File: config.mk
export PLATFORM = sky130hd
export DESIGN_NAME = mod_dm_loadunit
export DESIGN_NICKNAME = d
export VERILOG_FILES = /design/src/rtl/mod_dm_loadunit.sv
export SDC_FILE = /design/constraint.sdc
export NUM_CORES = 1
export LEC_CHECK = 0
export ABC_CLOCK_PERIOD_IN_PS = 1250
export CORE_MARGIN = 1
export CORE_UTILIZATION = 30
export CTS_BUF_LIST = sky130_fd_sc_hd__clkbuf_4
export DETAILED_ROUTE_END_ITERATION = 10
export PLACE_DENSITY_LB_ADDON = 0.08
export SLEW_MARGIN = 20
export SYNTH_ARGS = -nofsm -noshare
export SYNTH_HDL_FRONTEND = slang
export SYNTH_SLANG_ARGS = --single-unit
File: constraint.sdc
create_clock -name clk -period 1.25 [get_ports clk]
set_input_delay 0.125 -clock clk [delete_from_list [all_inputs] [get_ports clk]]
set_output_delay 0.125 -clock clk [all_outputs]
set_load 0.01 [all_outputs]
File: src/rtl/mod_dm_loadunit.sv
// Load-data alignment/extension unit: picks the addressed byte lanes of a raw
// memory word, sign/zero-extends them and flags misaligned or illegal loads.
module mod_dm_loadunit #(
    parameter int DATA_W      = 32,
    parameter int ADDR_W      = 32,
    parameter int PIPE_STAGES = 1
) (
    input  logic              clk,
    input  logic              rst_n,
    input  logic              in_valid,
    input  logic [ADDR_W-1:0] in_addr,
    input  logic [DATA_W-1:0] in_data,
    input  logic [3:0]        in_type,
    input  logic [4:0]        in_rd,
    input  logic              stall,
    input  logic              flush,
    output logic              out_valid,
    output logic [DATA_W-1:0] out_data,
    output logic [4:0]        out_rd,
    output logic              out_exc,
    output logic [ADDR_W-1:0] out_badaddr
);

    localparam int OFF_W = $clog2(DATA_W / 8);

    localparam logic [3:0] LT_LW  = 4'd0;
    localparam logic [3:0] LT_LHU = 4'd1;
    localparam logic [3:0] LT_LH  = 4'd2;
    localparam logic [3:0] LT_LBU = 4'd3;
    localparam logic [3:0] LT_LB  = 4'd4;
    localparam logic [3:0] LT_LWU = 4'd5;
    localparam logic [3:0] LT_LD  = 4'd6;

    logic [OFF_W-1:0]  off;
    logic [DATA_W-1:0] shifted;
    logic [7:0]        lane_b;
    logic [15:0]       lane_h;
    logic [31:0]       lane_w;

    // Shifting the addressed lane down to bit 0 makes every access size a
    // fixed low slice of the same vector.
    assign off     = in_addr[OFF_W-1:0];
    assign shifted = in_data >> {off, 3'b000};
    assign lane_b  = shifted[7:0];
    assign lane_h  = shifted[15:0];
    assign lane_w  = shifted[31:0];

    logic              misaligned;
    logic              illegal;
    logic              exc_next;
    logic [DATA_W-1:0] ext_data;
    logic [DATA_W-1:0] data_next;
    logic [ADDR_W-1:0] badaddr_next;

    always_comb begin
        misaligned = 1'b0;
        illegal    = 1'b0;
        ext_data   = '0;
        case (in_type)
            LT_LW: begin
                misaligned = (off[1:0] != 2'b00);
                ext_data   = DATA_W'($signed(lane_w));
            end
            LT_LHU: begin
                misaligned = off[0];
                ext_data   = DATA_W'(lane_h);
            end
            LT_LH: begin
                misaligned = off[0];
                ext_data   = DATA_W'($signed(lane_h));
            end
            LT_LBU: ext_data = DATA_W'(lane_b);
            LT_LB:  ext_data = DATA_W'($signed(lane_b));
            LT_LWU: begin
                illegal    = (DATA_W == 32);
                misaligned = (off[1:0] != 2'b00);
                ext_data   = DATA_W'(lane_w);
            end
            LT_LD: begin
                illegal    = (DATA_W == 32);
                misaligned = (off != '0);
                ext_data   = shifted;
            end
            default: illegal = 1'b1;
        endcase
        exc_next     = misaligned | illegal;
        data_next    = exc_next ? '0 : ext_data;
        badaddr_next = exc_next ? in_addr : '0;
    end

    logic              valid_reg   [PIPE_STAGES];
    logic [DATA_W-1:0] data_reg    [PIPE_STAGES];
    logic [4:0]        rd_reg      [PIPE_STAGES];
    logic              exc_reg     [PIPE_STAGES];
    logic [ADDR_W-1:0] badaddr_reg [PIPE_STAGES];

    // Flush beats stall; an empty stage always carries an all-zero payload.
    always_ff @(posedge clk or negedge rst_n) begin
        if (!rst_n) begin
            for (int i = 0; i < PIPE_STAGES; i++) begin
                valid_reg[i]   <= 1'b0;
                data_reg[i]    <= '0;
                rd_reg[i]      <= '0;
                exc_reg[i]     <= 1'b0;
                badaddr_reg[i] <= '0;
            end
        end else if (flush) begin
            for (int i = 0; i < PIPE_STAGES; i++) begin
                valid_reg[i]   <= 1'b0;
                data_reg[i]    <= '0;
                rd_reg[i]      <= '0;
                exc_reg[i]     <= 1'b0;
                badaddr_reg[i] <= '0;
            end
        end else if (!stall) begin
            valid_reg[0]   <= in_valid;
            data_reg[0]    <= in_valid ? data_next : '0;
            rd_reg[0]      <= in_valid ? in_rd : '0;
            exc_reg[0]     <= in_valid & exc_next;
            badaddr_reg[0] <= in_valid ? badaddr_next : '0;
            for (int i = 1; i < PIPE_STAGES; i++) begin
                valid_reg[i]   <= valid_reg[i-1];
                data_reg[i]    <= data_reg[i-1];
                rd_reg[i]      <= rd_reg[i-1];
                exc_reg[i]     <= exc_reg[i-1];
                badaddr_reg[i] <= badaddr_reg[i-1];
            end
        end
    end

    assign out_valid   = valid_reg[PIPE_STAGES-1];
    assign out_data    = data_reg[PIPE_STAGES-1];
    assign out_rd      = rd_reg[PIPE_STAGES-1];
    assign out_exc     = exc_reg[PIPE_STAGES-1];
    assign out_badaddr = badaddr_reg[PIPE_STAGES-1];

endmodule

# Yosys cells after proc, flatten, opt, wreduce, memory -nomap -nowiden
# Index checks and enable logic that the tools add are counted.
[classes]
shifts = 1
n_reduce_logical = 5
n_eq_ne = 7
bitwise_logic = 2
n_mux = 18
[ops]
columns = ["operator", "n"]
rows = [
  ["two-way mux 32 bit", 8],
  ["one-hot mux 32 bit (5 select lines)", 1],
  [">> shifter 32 x 5 -> 32 bit", 1],
  ["two-way mux 5 bit", 3],
  ["== test 4 x 3 -> 1 bit, second input constant", 3],
  ["== test 4 x 2 -> 1 bit, second input constant", 2],
  ["two-way mux 1 bit", 5],
  ["OR reduction 5 bit", 1],
  ["== test 4 x 1 -> 1 bit, second input constant", 1],
  ["logical NOT 4 bit", 1],
  ["OR reduction 3 bit", 1],
  ["inequality test 2 x 1 -> 1 bit, second input constant", 1],
  ["one-hot mux 1 bit (2 select lines)", 1],
  ["nonzero test 2 bit", 1],
  ["OR reduction 2 bit", 1],
  ["bitwise AND 1 bit", 1],
  ["bitwise OR 1 bit", 1],
]
[totals]
in_bits = 78
register_bits = 71
output_inout_bits = 71
elab_cells = 38

# Longest topological paths before layout
[logic_depth]
word_depth = 8
depth_mapped = 8
ltp_nobuf = 5

# Worst setup path before layout
# Ideal clock, no wire load.
[synth_path]
path_kind = "input port to flip-flop"
startpoint = "input in_type[0]"
endpoint = "register data_reg (netlist bit out_data[28])"
t_arrival_ps = 1446
setup_ps = 121
setup_slack_ps = -317
path_buffers = 3
required_ps = 1129
path_stages = 8
path_cell_list = "buf_4 -> nor4b_2 -> a2111oi_4 -> and2_1 -> buf_4 -> buf_4 -> a32oi_1 -> nand2_1"
[synth_via]
elab_chain_len = 8
word_cells_on_any_way = 18
[synth_lines]
columns = ["item", "line_no", "rtl"]
rows = [
  ["from (decl)", "13", "input logic [3:0] in_type,"],
  ["== test 4 x 3 -> 1 bit, or another cell as far along", "59", "case (in_type)"],
  ["OR reduction 3 bit (no line), or another cell as far along", "--", ""],
  ["one-hot mux 1 bit (2 select lines) / two-way mux 1 bit (equally long branches)", "59", ""],
  ["bitwise OR 1 bit", "86", "exc_next = misaligned | illegal;"],
  ["two-way mux 32 bit *", "87", "data_next = exc_next ? '0 : ext_data;"],
  ["two-way mux 32 bit *", "117", "data_reg[0] <= in_valid ? data_next : '0;"],
  ["two-way mux 32 bit *", "115", "end else if (!stall) begin"],
  ["two-way mux 32 bit *", "107", "end else if (flush) begin"],
  ["to (signal, indexed assignment)", "123", "data_reg[i] <= data_reg[i-1];"],
  ["to (decl)", "92", "logic [DATA_W-1:0] data_reg [PIPE_STAGES];"],
]
# Mark *: on every way between the ends. The rest lies on a longest branch, timed or not. The select of a mux whose other input is x is not followed.
# A chain may end at the register's enable or synchronous reset.

# Final worst setup path
[layout_path]
startpoint = "input in_addr[0]"
endpoint = "register data_reg (netlist bit out_data[19])"
[layout_via]
elab_chain_len = 7
word_cells_on_any_way = 9
[layout_lines]
columns = ["item", "line_no", "rtl"]
rows = [
  ["from (decl)", "11", "input logic [ADDR_W-1:0] in_addr,"],
  ["branches (longest 3 deep; another with >> shifter 32 x 5 -> 32 bit)", "--", ""],
  ["two-way mux 32 bit *", "87", ""],
  ["two-way mux 32 bit *", "117", ""],
  ["two-way mux 32 bit *", "115", ""],
  ["two-way mux 32 bit *", "107", ""],
]
# Mark *: on every way between the ends. The select of a mux whose other input is x is not followed.

==> results.cfg <==
[outcome]
outcome = finished, final reports clean

[global_routing]
gr-usage-all-layers_pct = 19.31
grt_start_max_net_pins = 45
initial_antenna_violation_count = 0
globalRoute.totalOverflow = 0
grt_first_pass_wirelength_um = 17030
first_global_vias = 3232

[power_and_ir_drop]
power_leakage_nw = 2.854
p_int_mw = 3.377
clockPowerShare_pct = 28.5
cellPowerDensity_mw_per_mm2 = 811.7
max-vdd-ir-drop_mv = 0.4736
power_switching_share_pct = 29.13
sequential_cell_fraction_of_total_power_pct = 49.9
pwr-share-comb_pct = 21.7
switchingPower_mw = 1.388

[placement]
number_of_instances_in_the_placed_design = 603
port-buffer-count = 148
globalplace.congestion = 0.7632
placement.cell_area_mm2 = 0.005279
preCtsSetupSlack_ns = -1.034
hpwlAfterDp_um = 7518

[cells_and_area]
fin_util_pct = 55.86
num-nets-final = 610
instances_no_fill = 673
flow.area_growth_from_synthesis_pct = 77.59
insertedDiodeCount = 0
final_cell_area_mm2 = 0.005871
layout.cells.most_common = sky130_fd_sc_hd__buf_4
post_route_cells_drive_above_1_share_pct = 33.52
layout.cells.most_common_list = sky130_fd_sc_hd__buf_4, sky130_fd_sc_hd__dfrtp_1, sky130_fd_sc_hd__clkdlybuf4s50_1, sky130_fd_sc_hd__nand2_1, sky130_fd_sc_hd__clkdlybuf4s15_1

[sta]
fmaxAchievable_ghz = 0.8055
setup_viol = 0
final_critical_path_setup_slack_ns = 0.008553
report.final.hold_viol_count = 0
fin_setup_tns_ns = 0
slew_headroom_pct = 59.25
fin_crit_sh_pct = 99.32
finalCriticalPeriod_ns = 1.241
finalClockSkew_ns = 0
tightestPinTransition_ns = 0.6102
max_slew_vio_count = 0

[setup_path]
worst_setup_path_endpoint = out_data[19]
timing_worst_setup_path_type = in -> reg
critical_path.startpoint_type = input port
timing.critical_path.depth = 8
worst_setup_path_startpoint = in_addr[0]
critical_path.top_delay_family = buffers and inverters
worst_ep_arrival_time_ns = 1.53
required_time_of_the_critical_path_ns = 1.53
reg2reg_setup_slack_ns = 0.31
path_cells = buf_2 > mux2_4 > nand3b_1 > a2111oi_4 > buf_4 > buf_4 > o21ai_4 > o311ai_2
reg_to_reg_critical_path_endpoint = out_badaddr[13]
path_max_fanout = 5
critPathBufInv = 3
cp_endpoint_kind = flip-flop
critical-path-max-stage-delay_ns = 0.33
worstRegToRegCells = 3
crit_path_frequent_cell = sky130_fd_sc_hd__buf_4
slowest_library_cell_on_the_worst_path = sky130_fd_sc_hd__mux2_4
beginning_of_the_worst_register_to_register_path = out_badaddr[13]

[synth]
ys_warn_count = 0
count_of_different_cell_masters_after_synthesis = 40
ys_ff_latch = 71
synth_nets = 376
postSynthAreaPerCell_um2 = 11.09
synth.cell_area_mm2 = 0.003306
post_synth_inst_count = 298
synth-seq-area-share_pct = 53.75

[hold_path]
worst_hold_path_type = in -> async

[cts]
cts.reportedPaths.clkPinSlew_ns = 0.14
clk_latency_ns = 0.40
numCtsBuffers = 9
tritoncts = yes
clock-sinks = 71
cts.root.buffer_cell = sky130_fd_sc_hd__clkbuf_4
cts.path.max_buffers = 2
h_tree_depth_reported_by_cts = 3

[die]
chipHeight_um = 107.0
floorplan.initialDensity_pct = 31.46
num_rows = 37
die_span_in_x_um = 107.0
top_level_port_count = 149
core_mm2 = 0.01051
die_area_mm2 = 0.01144

[route]
drt.antenna.violating_nets = 0
post-route-drc-count = 0
drt_initial_violations = 134
vias = 3246
avgViaCountPerCell = 4.823
avgRoutedWirePerCell_um = 16.22
drt_first_pass_iters = 4
wirelength_um = 10920

[flow_run]
drv_cap = 0
## layout make-up
cell class	count	area [µm²]
flip-flops and latches	71	1777
fillers	959	4638
repair buffers	249	2220
multi-input cells	198	1564
inverters	3	11.26
clock buffers	9	67.56
well taps	136	170.2
clock inverters	7	61.31
## worst reg2reg max path, stage by stage (launching register included)
cell,delay (ns)
sky130_fd_sc_hd__dfrtp_1,0.41
sky130_fd_sc_hd__buf_4,0.13
sky130_fd_sc_hd__buf_4,0.12
sky130_fd_sc_hd__a22o_1,0.19
## synthesized netlist by cell type (all sizes together)
cell | number | share of area [%]
dfrtp | 71 | 54
nand2 | 46 | 5.3
a22o | 32 | 8.5
o21ai | 17 | 2.7
mux2i | 16 | 4.8
a21oi | 14 | 2.1
buf | 14 | 2.8
clkbuf | 13 | 1.5
nor2 | 11 | 1.2
nor2b | 9 | 1.7
a32oi | 8 | 2.1
o311ai | 8 | 2.1
a211o | 7 | 1.9
a32o | 7 | 2.1
inv | 3 | 0.34
a2111oi | 2 | 1.7
mux2 | 2 | 0.79
nand2b | 2 | 0.38
a2111o | 1 | 0.34
a211oi | 1 | 0.23
a21o | 1 | 0.23
a2bb2oi | 1 | 0.26
a311oi | 1 | 0.26
and2 | 1 | 0.19
nand3 | 1 | 0.30
nand3b | 1 | 0.23
nor3 | 1 | 0.30
nor3b | 1 | 0.23
nor4 | 1 | 0.19
nor4b | 1 | 0.45
o21a | 1 | 0.23
o21ba | 1 | 0.30
o22ai | 1 | 0.19
xnor2 | 1 | 0.26
## flip-flops by register name (all words and copies together) (netlist names)
register     count
out_badaddr     32
out_data        32
out_exc          1
out_rd           5
out_valid        1
## power groups by stage
stage	sequential, mW	combinational, mW	clock (mW)
2_1_floorplan	2.45	0.319	0
3_3_place_gp	2.42	0.939	0
3_5_place_dp	2.42	0.951	0
4_1_cts	2.38	0.997	1.44
5_1_grt	2.38	1.11	1.55
6_report	2.38	1.03	1.36
## layer usage
metal | global-route usage (%) | wire length [µm]
met5 | 0 | 0
met4 | 4.403 | 75
met3 | 3.526 | 450
met2 | 32.30 | 5340
met1 | 25.90 | 5050
## logic make-up after synthesis
kind of cell	after synthesis	synth area share (%)
AOI/OAI and AO/OA	103	25.21
DFF	71	53.75
xor gates and xnor gates	1	0.2650
and+or+nand+nor	75	10.52
muxes	18	5.639
buffers and inverters	30	4.618
## worst min-delay path by stage
| stage | cells after the start | from | slack, ns | endpoint |
|---|---|---|---|---|
| 2_1_floorplan | 0 | rst_n | -0.17 | out_badaddr[0] |
| 3_3_place_gp | 1 | rst_n | -0.03 | out_badaddr[16] |
| 3_5_place_dp | 1 | rst_n | -0.03 | out_badaddr[21] |
| 4_1_cts | 2 | rst_n | 0.04 | out_badaddr[21] |
| 5_1_grt | 2 | rst_n | 0.03 | out_badaddr[21] |
| 6_report | 2 | rst_n | 0.07 | out_badaddr[21] |
## per-stage QoR
stage          power [mW]  hold WS, ns
6_report            4.765      0.06806
5_1_grt             5.044      0.03141
4_1_cts             4.811      0.04113
3_5_place_dp        3.373     -0.02853
3_3_place_gp        3.361     -0.02805
2_1_floorplan       2.766      -0.1706
## repair_timing
item                                    CTS  global route
hold buffers                              1             0
gates cloned                              2             0
hold endpoints to repair                 71             0
resized for setup                       162            76
pin swaps                                24            12
buffers inserted                         26            27
endpoints found under the setup margin  136            80
Note: power is estimated with default switching activity, not from simulation.
